## src/rtl/muldiv_if.sv

```systemverilog
// Operand/result handshake bundle between the execute stage and the muldiv unit.
// op encoding: 0 MUL, 1 MULW, 2 DIV, 3 DIVU, 4 REM, 5 REMU, 6 DIVW, 7 DIVUW, 8 REMW, 9 REMUW.
interface muldiv_if;
    logic        in_valid;
    logic        in_ready;
    logic [3:0]  op;
    logic [63:0] in1;
    logic [63:0] in2;
    logic        flush;
    logic        out_valid;
    logic        out_ready;
    logic [63:0] result;

    modport master (
        output in_valid, op, in1, in2, flush, out_ready,
        input  in_ready, out_valid, result
    );

    modport slave (
        input  in_valid, op, in1, in2, flush, out_ready,
        output in_ready, out_valid, result
    );
endinterface

```

## src/rtl/muldiv.sv

```systemverilog
// Iterative RV64M multiply/divide: shift-add multiply and restoring divide, one bit per cycle.
// Divide-by-zero and signed overflow bypass the iteration and complete immediately.
module muldiv (
    input  logic    clk,
    input  logic    reset,
    muldiv_if.slave bus
);
    localparam logic [3:0] OP_MUL   = 4'd0;
    localparam logic [3:0] OP_MULW  = 4'd1;
    localparam logic [3:0] OP_DIV   = 4'd2;
    localparam logic [3:0] OP_DIVU  = 4'd3;
    localparam logic [3:0] OP_REM   = 4'd4;
    localparam logic [3:0] OP_REMU  = 4'd5;
    localparam logic [3:0] OP_DIVW  = 4'd6;
    localparam logic [3:0] OP_DIVUW = 4'd7;
    localparam logic [3:0] OP_REMW  = 4'd8;
    localparam logic [3:0] OP_REMUW = 4'd9;

    localparam logic [63:0] INT_MIN = 64'h8000_0000_0000_0000;

    typedef enum logic [1:0] {StIdle, StBusy, StDone} state_t;

    function automatic logic [63:0] sext32(input logic [31:0] v);
        return {{32{v[31]}}, v};
    endfunction

    state_t      state_q, state_d;
    logic [5:0]  cnt_q, cnt_d;
    logic        is_mul_q, is_mul_d;
    logic        is_rem_q, is_rem_d;
    logic        is_w_q, is_w_d;
    logic        neg_q, neg_d;
    logic [63:0] a_q, a_d;
    logic [63:0] b_q, b_d;
    logic [63:0] acc_q, acc_d;
    logic [63:0] result_q, result_d;

    // Decode of the incoming op
    logic dec_mul, dec_w, dec_signed, dec_rem;

    always_comb begin
        dec_mul    = 1'b0;
        dec_w      = 1'b0;
        dec_signed = 1'b0;
        dec_rem    = 1'b0;
        case (bus.op)
            OP_MUL:   dec_mul = 1'b1;
            OP_MULW: begin
                dec_mul = 1'b1;
                dec_w   = 1'b1;
            end
            OP_DIV:   dec_signed = 1'b1;
            OP_DIVU:  ;
            OP_REM: begin
                dec_signed = 1'b1;
                dec_rem    = 1'b1;
            end
            OP_REMU:  dec_rem = 1'b1;
            OP_DIVW: begin
                dec_w      = 1'b1;
                dec_signed = 1'b1;
            end
            OP_DIVUW: dec_w = 1'b1;
            OP_REMW: begin
                dec_w      = 1'b1;
                dec_signed = 1'b1;
                dec_rem    = 1'b1;
            end
            OP_REMUW: begin
                dec_w   = 1'b1;
                dec_rem = 1'b1;
            end
            default: ;
        endcase
    end

    // Operand preparation: W divides extend the low word, signed divides take magnitudes
    logic [63:0] op1_p, op2_p, abs1, abs2, spec_raw, spec_res;
    logic        s1, s2, div_zero, div_ovf;

    always_comb begin
        if (dec_w && !dec_mul) begin
            op1_p = dec_signed ? sext32(bus.in1[31:0]) : {32'd0, bus.in1[31:0]};
            op2_p = dec_signed ? sext32(bus.in2[31:0]) : {32'd0, bus.in2[31:0]};
        end else begin
            op1_p = bus.in1;
            op2_p = bus.in2;
        end
        s1       = dec_signed & op1_p[63];
        s2       = dec_signed & op2_p[63];
        abs1     = s1 ? 64'd0 - op1_p : op1_p;
        abs2     = s2 ? 64'd0 - op2_p : op2_p;
        div_zero = !dec_mul && (op2_p == 64'd0);
        div_ovf  = dec_signed && !dec_w && (bus.in1 == INT_MIN) && (bus.in2 == '1);
        if (div_zero) begin
            spec_raw = dec_rem ? op1_p : '1;
        end else begin
            spec_raw = dec_rem ? 64'd0 : bus.in1;
        end
        spec_res = dec_w ? sext32(spec_raw[31:0]) : spec_raw;
    end

    // One iteration step for each datapath, plus the final fix-up applied on the last step
    logic [63:0] mul_acc;
    logic [64:0] div_sh;
    logic        div_ge;
    logic [63:0] div_rem, div_quo;
    logic [63:0] fin_raw, fin_sgn, fin_res;

    always_comb begin
        mul_acc = b_q[0] ? acc_q + a_q : acc_q;
        div_sh  = {acc_q, a_q[63]};
        div_ge  = div_sh >= {1'b0, b_q};
        // When div_ge holds the difference is below the divisor, so 64 bits suffice
        div_rem = div_ge ? div_sh[63:0] - b_q : div_sh[63:0];
        div_quo = {a_q[62:0], div_ge};
        if (is_mul_q) begin
            fin_raw = mul_acc;
        end else begin
            fin_raw = is_rem_q ? div_rem : div_quo;
        end
        fin_sgn = neg_q ? 64'd0 - fin_raw : fin_raw;
        fin_res = is_w_q ? sext32(fin_sgn[31:0]) : fin_sgn;
    end

    always_comb begin
        state_d  = state_q;
        cnt_d    = cnt_q;
        is_mul_d = is_mul_q;
        is_rem_d = is_rem_q;
        is_w_d   = is_w_q;
        neg_d    = neg_q;
        a_d      = a_q;
        b_d      = b_q;
        acc_d    = acc_q;
        result_d = result_q;
        unique case (state_q)
            StIdle: begin
                if (bus.in_valid) begin
                    is_mul_d = dec_mul;
                    is_rem_d = dec_rem;
                    is_w_d   = dec_w;
                    neg_d    = dec_rem ? s1 : (s1 ^ s2);
                    if (div_zero || div_ovf) begin
                        result_d = spec_res;
                        state_d  = StDone;
                    end else begin
                        a_d     = dec_mul ? bus.in1 : abs1;
                        b_d     = dec_mul ? bus.in2 : abs2;
                        acc_d   = 64'd0;
                        cnt_d   = 6'd0;
                        state_d = StBusy;
                    end
                end
            end
            StBusy: begin
                cnt_d = cnt_q + 6'd1;
                if (is_mul_q) begin
                    acc_d = mul_acc;
                    a_d   = {a_q[62:0], 1'b0};
                    b_d   = {1'b0, b_q[63:1]};
                end else begin
                    acc_d = div_rem;
                    a_d   = div_quo;
                end
                if (cnt_q == 6'd63) begin
                    result_d = fin_res;
                    state_d  = StDone;
                end
            end
            StDone: begin
                if (bus.out_ready) begin
                    state_d = StIdle;
                end
            end
            default: state_d = StIdle;
        endcase
        // Flush wins over any accept or completion in the same cycle
        if (bus.flush) begin
            state_d = StIdle;
            cnt_d   = 6'd0;
        end
    end

    always_ff @(posedge clk) begin
        if (reset) begin
            state_q  <= StIdle;
            cnt_q    <= 6'd0;
            is_mul_q <= 1'b0;
            is_rem_q <= 1'b0;
            is_w_q   <= 1'b0;
            neg_q    <= 1'b0;
            a_q      <= 64'd0;
            b_q      <= 64'd0;
            acc_q    <= 64'd0;
            result_q <= 64'd0;
        end else begin
            state_q  <= state_d;
            cnt_q    <= cnt_d;
            is_mul_q <= is_mul_d;
            is_rem_q <= is_rem_d;
            is_w_q   <= is_w_d;
            neg_q    <= neg_d;
            a_q      <= a_d;
            b_q      <= b_d;
            acc_q    <= acc_d;
            result_q <= result_d;
        end
    end

    assign bus.in_ready  = (state_q == StIdle);
    assign bus.out_valid = (state_q == StDone);
    assign bus.result    = result_q;
endmodule

```

## src/flat_wrapper.sv

```systemverilog
// flat-port wrapper written by rule: the top's interface ports become plain ports
module muldiv_flat 
  (clk, reset, bus_in_valid, bus_op, bus_in1, bus_in2, bus_flush, bus_out_ready, bus_in_ready, bus_out_valid, bus_result);
  muldiv_if bus_i ();
  input  logic clk;
  input  logic reset;
  input wire logic [$bits(bus_i.in_valid)-1:0] bus_in_valid;
  input wire logic [$bits(bus_i.op)-1:0] bus_op;
  input wire logic [$bits(bus_i.in1)-1:0] bus_in1;
  input wire logic [$bits(bus_i.in2)-1:0] bus_in2;
  input wire logic [$bits(bus_i.flush)-1:0] bus_flush;
  input wire logic [$bits(bus_i.out_ready)-1:0] bus_out_ready;
  output wire logic [$bits(bus_i.in_ready)-1:0] bus_in_ready;
  output wire logic [$bits(bus_i.out_valid)-1:0] bus_out_valid;
  output wire logic [$bits(bus_i.result)-1:0] bus_result;
  assign bus_i.in_valid = bus_in_valid;
  assign bus_i.op = bus_op;
  assign bus_i.in1 = bus_in1;
  assign bus_i.in2 = bus_in2;
  assign bus_i.flush = bus_flush;
  assign bus_i.out_ready = bus_out_ready;
  assign bus_in_ready = bus_i.in_ready;
  assign bus_out_valid = bus_i.out_valid;
  assign bus_result = bus_i.result;
  muldiv u_core (.clk(clk), .reset(reset), .bus(bus_i));
endmodule
```

## config.mk

```make
export PLATFORM = sky130hd
export DESIGN_NAME = muldiv_flat
export DESIGN_NICKNAME = d
export VERILOG_FILES = /design/src/rtl/muldiv_if.sv /design/src/rtl/muldiv.sv /design/src/flat_wrapper.sv
export SDC_FILE = /design/constraint.sdc
export NUM_CORES = 2
export LEC_CHECK = 0
export BUFFER_PORTS_ARGS = -buffer_cell sky130_fd_sc_hd__buf_4
export CAP_MARGIN = 20
export CORE_UTILIZATION = 25
export CTS_CLUSTER_DIAMETER = 50
export DETAILED_ROUTE_END_ITERATION = 12
export GPL_TIMING_DRIVEN = 0
export PLACE_DENSITY = 0.45
export SLEW_MARGIN = 5
export SYNTH_ARGS = -nofsm -noshare
export SYNTH_HDL_FRONTEND = slang
export SYNTH_SLANG_ARGS = --single-unit
```

## constraint.sdc

```tcl
create_clock -name clk -period 6.9 [get_ports clk]
set_input_delay 0.345 -clock clk [delete_from_list [all_inputs] [get_ports clk]]
set_output_delay 0.345 -clock clk [all_outputs]
set_load 0.05 [all_outputs]
```

# --- Yosys cells after proc, flatten, opt, wreduce, memory -nomap -nowiden ---
# Cells that the tools add are included.
totals:
  ff_bits: 268
  latch_bits: 0
  ramBits: 0
  romBits: 0
  word_cells: 108
  n_memories: 0
op_classes:
  n_addsub: 6
  mul: 0
  div: 0
  order_cmp: 1
  n_eq_ne: 19
  n_shift: 0
  muxes: 47
  n_bitwise: 3
  reduce_logical: 22
op_table:
  columns: ["cell", "count"]
  rows:
  - ["$mux 64", 29]
  - ["$pmux 64 s2", 4]
  - ["$sub 1x64->64 const A", 3]
  - ["$eq 64x64->1 const B", 2]
  - ["$ge 65x64->1", 1]
  - ["$add 64x64->64", 1]
  - ["$logic_not 64->1", 1]
  - ["$sub 64x64->64", 1]
  - ["$eq 4x3->1 const B", 4]
  - ["$mux 6", 2]
  - ["$pmux 6 s2", 1]
  - ["$eq 4x4->1 const B", 2]
  - ["$mux 2", 4]
  - ["$reduce_and 4->1", 2]
  - ["$reduce_or 4->1", 2]
  - ["$add 6x1->6 const B", 1]
  - ["$eq 6x6->1 const B", 1]
  - ["$mux 1", 6]
  - ["$ne 2x1->1 const B", 3]
  - ["$ne 2x2->1 const B", 3]
  - ["$pmux 2 s3", 1]
  - ["$reduce_and 3->1", 2]
  - ["$logic_and 1x1->1", 5]
  - ["$reduce_or 5->1", 1]
  - ["13 further kinds", 16]

# --- Logic depth before layout (Yosys ltp) ---
logic_depth:
  word_depth: 13
  depth_mapped: 23
  mapped_depth_nobuf: 19

# --- Worst setup path before layout ---
# OpenSTA, ideal clock, no wires.
synth_path:
  kind: "flip-flop to flip-flop"
  start: "reg u_core.acc_q[13]"
  end: "reg u_core.result_q[54], in the netlist u_core.bus.result[54]"
  t_arrival_ps: 4821
  required_ps: 6812
  path_slack_ps: 1991
  path_stages_with_launch: 19
  path_buffers: 2
  synth_period_minus_slack_ps: 4909
  path_cell_list: "dfxtp_1 ha_1 clkbuf_1 nand4_1 nor3_1 nand4_1 nand2_1 o21ai_2 o41ai_1 xor2_1 a221o_1 or4_1 buf_2 nor3_4 nand2_2 or4_1 and3_1 o31a_1 nor4_2"
synth_between:
  elab_chain_len: 9
  elab_cells_between_ends: 12
  cone_classes: "add/sub (3); order compare (1); mux (8)"
synth_rtl:
  columns: ["item", "line_no", "rtl"]
  rows:
  - ["start, declared", "muldiv.sv:35", "logic [63:0] acc_q, acc_d;"]
  - ["start signal, assigned", "muldiv.sv:195", "acc_q <= 64'd0;"]
  - ["start signal, assigned", "muldiv.sv:206", "acc_q <= acc_d;"]
  - ["$sub 64x64->64 / $ge 65x64->1 (equally long branches)", "muldiv.sv:115, muldiv.sv:113", null]
  - ["$mux 64", "muldiv.sv:115", "div_rem = div_ge ? div_sh[63:0] - b_q : div_sh[63:0];"]
  - ["$mux 64", "muldiv.sv:120", "fin_raw = is_rem_q ? div_rem : div_quo;"]
  - ["$mux 64 (*)", "muldiv.sv:117", "if (is_mul_q) begin"]
  - ["$sub 1x64->64", "muldiv.sv:122", "fin_sgn = neg_q ? 64'd0 - fin_raw : fin_raw;"]
  - ["$mux 64 (*)", "muldiv.sv:122", null]
  - ["$mux 64 (*)", "muldiv.sv:123", "fin_res = is_w_q ? sext32(fin_sgn[31:0]) : fin_sgn;"]
  - ["$mux 64 (*)", "muldiv.sv:166", "if (cnt_q == 6'd63) begin"]
  - ["$pmux 64 s2 (*)", "muldiv.sv:137", "unique case (state_q)"]
  - ["end signal, assigned", "muldiv.sv:207", "result_q <= result_d;"]
  - ["end, declared", "muldiv.sv:36", "logic [63:0] result_q, result_d;"]
# Every way passes the cells marked *; elsewhere a longest branch is shown, timed or not. The select of a mux whose other input is x is not followed.
# A chain may end at the register's enable or synchronous reset.

# --- Worst setup path in the final report ---
layout_path:
  start: "reg u_core.acc_q[57]"
  end: "reg u_core.result_q[38], in the netlist u_core.bus.result[38]"
layout_between:
  elab_chain_len: 9
layout_rtl:
  columns: ["item", "line_no", "rtl"]
  rows:
  - ["$ge 65x64->1 (*)", "muldiv.sv:113", "div_ge = div_sh >= {1'b0, b_q};"]
  - ["$mux 64", "muldiv.sv:115", null]
  - ["$mux 64 (*)", "muldiv.sv:120", null]
  - ["$mux 64 (*)", "muldiv.sv:117", null]
  - ["$sub 1x64->64", "muldiv.sv:122", null]
  - ["$mux 64 (*)", "muldiv.sv:122", null]
  - ["$mux 64 (*)", "muldiv.sv:123", null]
  - ["$mux 64 (*)", "muldiv.sv:166", null]
  - ["$pmux 64 s2 (*)", "muldiv.sv:137", null]
# Marks and branches as above.

==> results.py <==
metrics = {
    "run_status": {
        "outcome": "finished clean",
    },
    "clock_tree": {
        "clk_path_buf_depth": 3,
        "postCtsSetupRepairBufs": 0,
        "cts_tree": "done",
        "htree_levels": 2,
        "clock_sinks": 268,
        "clk_latency_ns": 0.63,
        "clkTransAtPathRegs_ns": 0.06,
        "root_buffer": "clkbuf_16",
        "cts_buffers": 48,
    },
    "critical_path": {
        "r2r_start": "u_core.acc_q[57]$_SDFFE_PP0P_",
        "path_class": "register to register",
        "cp.required_ns": 7.40,
        "ff2ff_path_depth": 19,
        "arrival_ns": 7.24,
        "rr_endpoint": "u_core.bus.result[38]$_SDFFE_PP0P_",
        "crit_path_end_kind": "register",
        "reg2reg_slack_ns": 0.16,
        "cp_max_fo": 10,
        "critical_path.startpoint": "u_core.acc_q[57]$_SDFFE_PP0P_",
        "critPathLaunchType": "register",
    },
    "routing": {
        "wl_per_cell_um": 30.3,
        "post-route-drc-count": 0,
        "antenna_left": 0,
        "drt_iter0_markers": 5015,
        "drt_wl_total_um": 181000,
        "dr.pass1.iters": 7,
        "vias_per_cell": 6.00,
        "via_count": 36000,
    },
    "sta": {
        "max_slew_margin": 0.204,
        "fin_hold_ws_ns": 0.113,
        "final-setup-viol-count": 0,
        "layout_min_cycle_time_ns": 6.74,
        "hold_viol": 0,
        "worst_clock_skew_ns": 0.0453,
        "setup_slack_ns": 0.162,
        "fmax_mhz": 148,
        "timing.final.crit_share": 0.977,
        "worst_slew_pin_slew_ns": 1.19,
        "slew_violations": 0,
        "rsz0062_at_grt": "false",
    },
    "die": {
        "fp-row-count": 123,
        "start_util": 0.254,
        "core_mm2": 0.113,
        "die_w_um": 341,
        "dieArea_mm2": 0.116,
        "dieHeight_um": 341,
        "ios": 203,
    },
    "layout": {
        "drive_above_1_share": 0.105,
        "stdcell_count": 5996,
        "fin_nets": 4728,
        "syn_to_final_growth_pct": 19.0,
    },
    "logic_synthesis": {
        "yosys.area.top_type_share": 0.187,
        "syn_inst": 4178,
        "ys_types": 115,
        "yosysSeqAreaShare": 0.187,
        "avgSynthCellArea_um2": 6.87,
        "yosys_warnings": 0,
        "synth_area_leaders": "dfxtp_1, a21oi_1, nand2_1, ha_1, nor2_1",
        "ys_ff_latch": 268,
        "synth_edf_count": 0,
        "syn_area_mm2": 0.0287,
        "syn_nets": 4449,
        "yosys_most_used_dff": "dfxtp_1",
        "yosysTopAreaCell": "dfxtp_1",
        "ys_async_sr_fraction": 0,
    },
    "placed_design": {
        "dpl_worst_slack_ns": 0.0714,
        "gp_congestion": 1.04,
        "port_buffers": 198,
        "dp.cells": 5902,
        "dpl.hpwl_um": 149000,
    },
    "global_route": {
        "gr-usage-all-layers": 0.300,
        "grt_pass1_wl_um": 252000,
        "antenna_found_initial": 8,
        "gr-total-overflow": 0,
        "grt_max_degree": 14,
        "grt_pass1_vias": 33500,
    },
    "run": {
        "max_cap_viol_count": 0,
    },
    "power": {
        "ir_drop_uv": 169,
        "p_per_area_mw_per_mm2": 199,
        "power.leakage_nw": 12.6,
    },
    "min_path": {
        "hold_path.class": "primary input to register",
        "worstHoldStart": "bus_out_ready",
        "holdPathEnd": "u_core.state_q[1]$_SDFFE_PP0P_",
        "min_path_cells": 3,
    },
}
## synth_stat cells, types with 65 or more instances
master / number
clkbuf_1: 229
nor3_1: 99
a221oi_1: 65
nand3_1: 122
nor2_1: 440
o21ai_0: 264
nand4_1: 98
nand2_1: 490
xor2_1: 128
o211ai_1: 102
dfxtp_1: 268
a211oi_1: 108
inv_1: 120
a21oi_1: 456
xnor2_1: 121
ha_1: 132
## metrics by stage
stage          instance area, µm²  setup TNS, ns  power (mW)  utilization
3_3_place_gp                32100         -11.31        4.23        0.283
4_1_cts                     34100              0        6.69        0.301
6_report                    34200              0        6.79        0.302
3_5_place_dp                32400              0        4.24        0.286
5_1_grt                     34200              0        7.02        0.302
2_1_floorplan               28700              0        3.23            -
## placed cells by master (no fill, tap or decap), types with 43 or more instances in the layout
master / synthesis / final
xnor2_1: 121 / 121
o21a_1: 43 / 43
o21ai_0: 264 / 264
xor2_1: 128 / 128
a211oi_1: 108 / 108
o31ai_1: 58 / 58
nand4_1: 98 / 98
nor4_1: 54 / 51
a221oi_1: 65 / 65
nor2_1: 440 / 439
nor3_1: 99 / 95
a31oi_1: 58 / 58
inv_1: 120 / 120
nand3_1: 122 / 122
nand2_1: 490 / 490
clkbuf_1: 229 / 223
dfxtp_1: 268 / 268
a21o_1: 49 / 49
clkbuf_16: 0 / 48
ha_1: 132 / 132
buf_4: 4 / 209
o211ai_1: 102 / 102
a21oi_1: 456 / 456
## state kept, by name (all words and copies together) (netlist names)
signal             flops
u_core.a_q            64
u_core.acc_q          64
u_core.b_q            64
u_core.bus.result     64
u_core.cnt_q           6
u_core.is_mul_q        1
u_core.is_rem_q        1
u_core.is_w_q          1
u_core.neg_q           1
u_core.state_q         2
## worst max-delay path by stage
stage                                               endpoint  slack (ns)
final                     u_core.bus.result[38]$_SDFFE_PP0P_        0.16
after global routing      u_core.bus.result[63]$_SDFFE_PP0P_        0.02
after CTS                 u_core.bus.result[59]$_SDFFE_PP0P_        0.04
after detailed placement  u_core.bus.result[59]$_SDFFE_PP0P_        0.07
after global placement           u_core.a_q[40]$_SDFFE_PP0P_       -0.83
after floorplan           u_core.bus.result[54]$_SDFFE_PP0P_        1.99
## cell type report
cell class | count | area (µm²)
fillers | 12700 | 79100
multi-input cells | 3479 | 21700
flip-flops and latches | 268 | 5370
well taps | 1500 | 1880
repair buffers | 229 | 1850
clock buffers | 58 | 1330
plain buffers | 310 | 1300
inverters | 121 | 454
clock inverters | 29 | 290
diodes | 2 | 5.00
## metal layers
layer / vias to the layer above / wire length (µm) / global-route usage
met5: - / 27 / 0
met2: 2130 / 75400 / 0.445
li1: 16200 / - / -
met1: 17300 / 78800 / 0.417
met3: 356 / 18500 / 0.0609
met4: 4 / 8690 / 0.126
## power by group
part | switching [mW] | internal [mW] | total (mW)
clock | 0.991 | 1.47 | 2.46
sequential | 0.125 | 1.64 | 1.76
combinational | 1.79 | 0.783 | 2.57
total | 2.91 | 3.89 | 6.79
## critical path, stage by stage (launching register included)
cell and delay, ns:
dfxtp_1 0.59, ha_1 0.30, buf_2 0.18, a21o_1 0.20
a21o_1 0.17, a21oi_1 0.31, o22ai_1 0.26, clkbuf_1 0.28
buf_2 0.27, o31ai_1 0.38, a31oi_1 0.16, o21ai_0 0.62
nand4_1 0.55, or4_1 0.67, clkbuf_1 0.24, or3_1 0.43
o31ai_1 0.27, xor2_1 0.18, o211a_1 0.26, nor4_1 0.29
## what timing repair did
action / 4_1_cts / 5_1_grt
gates resized for setup: 0 / 10
setup endpoints to repair: 0 / 27
hold endpoints to repair: 2 / 0
hold buffers: 1 / 0
## kinds of logic after synthesis
family / count (synthesis) / share of synthesized area
DFF: 268 / 0.187
muxes: 48 / 0.0175
buffers and inverters: 431 / 0.0606
and+or+nand+nor: 1530 / 0.252
AOI/OAI and AO/OA: 1518 / 0.349
xor gates and xnor gates: 249 / 0.0759
adders and majority gates: 134 / 0.0589
Note: power is estimated with default switching activity, not from simulation.
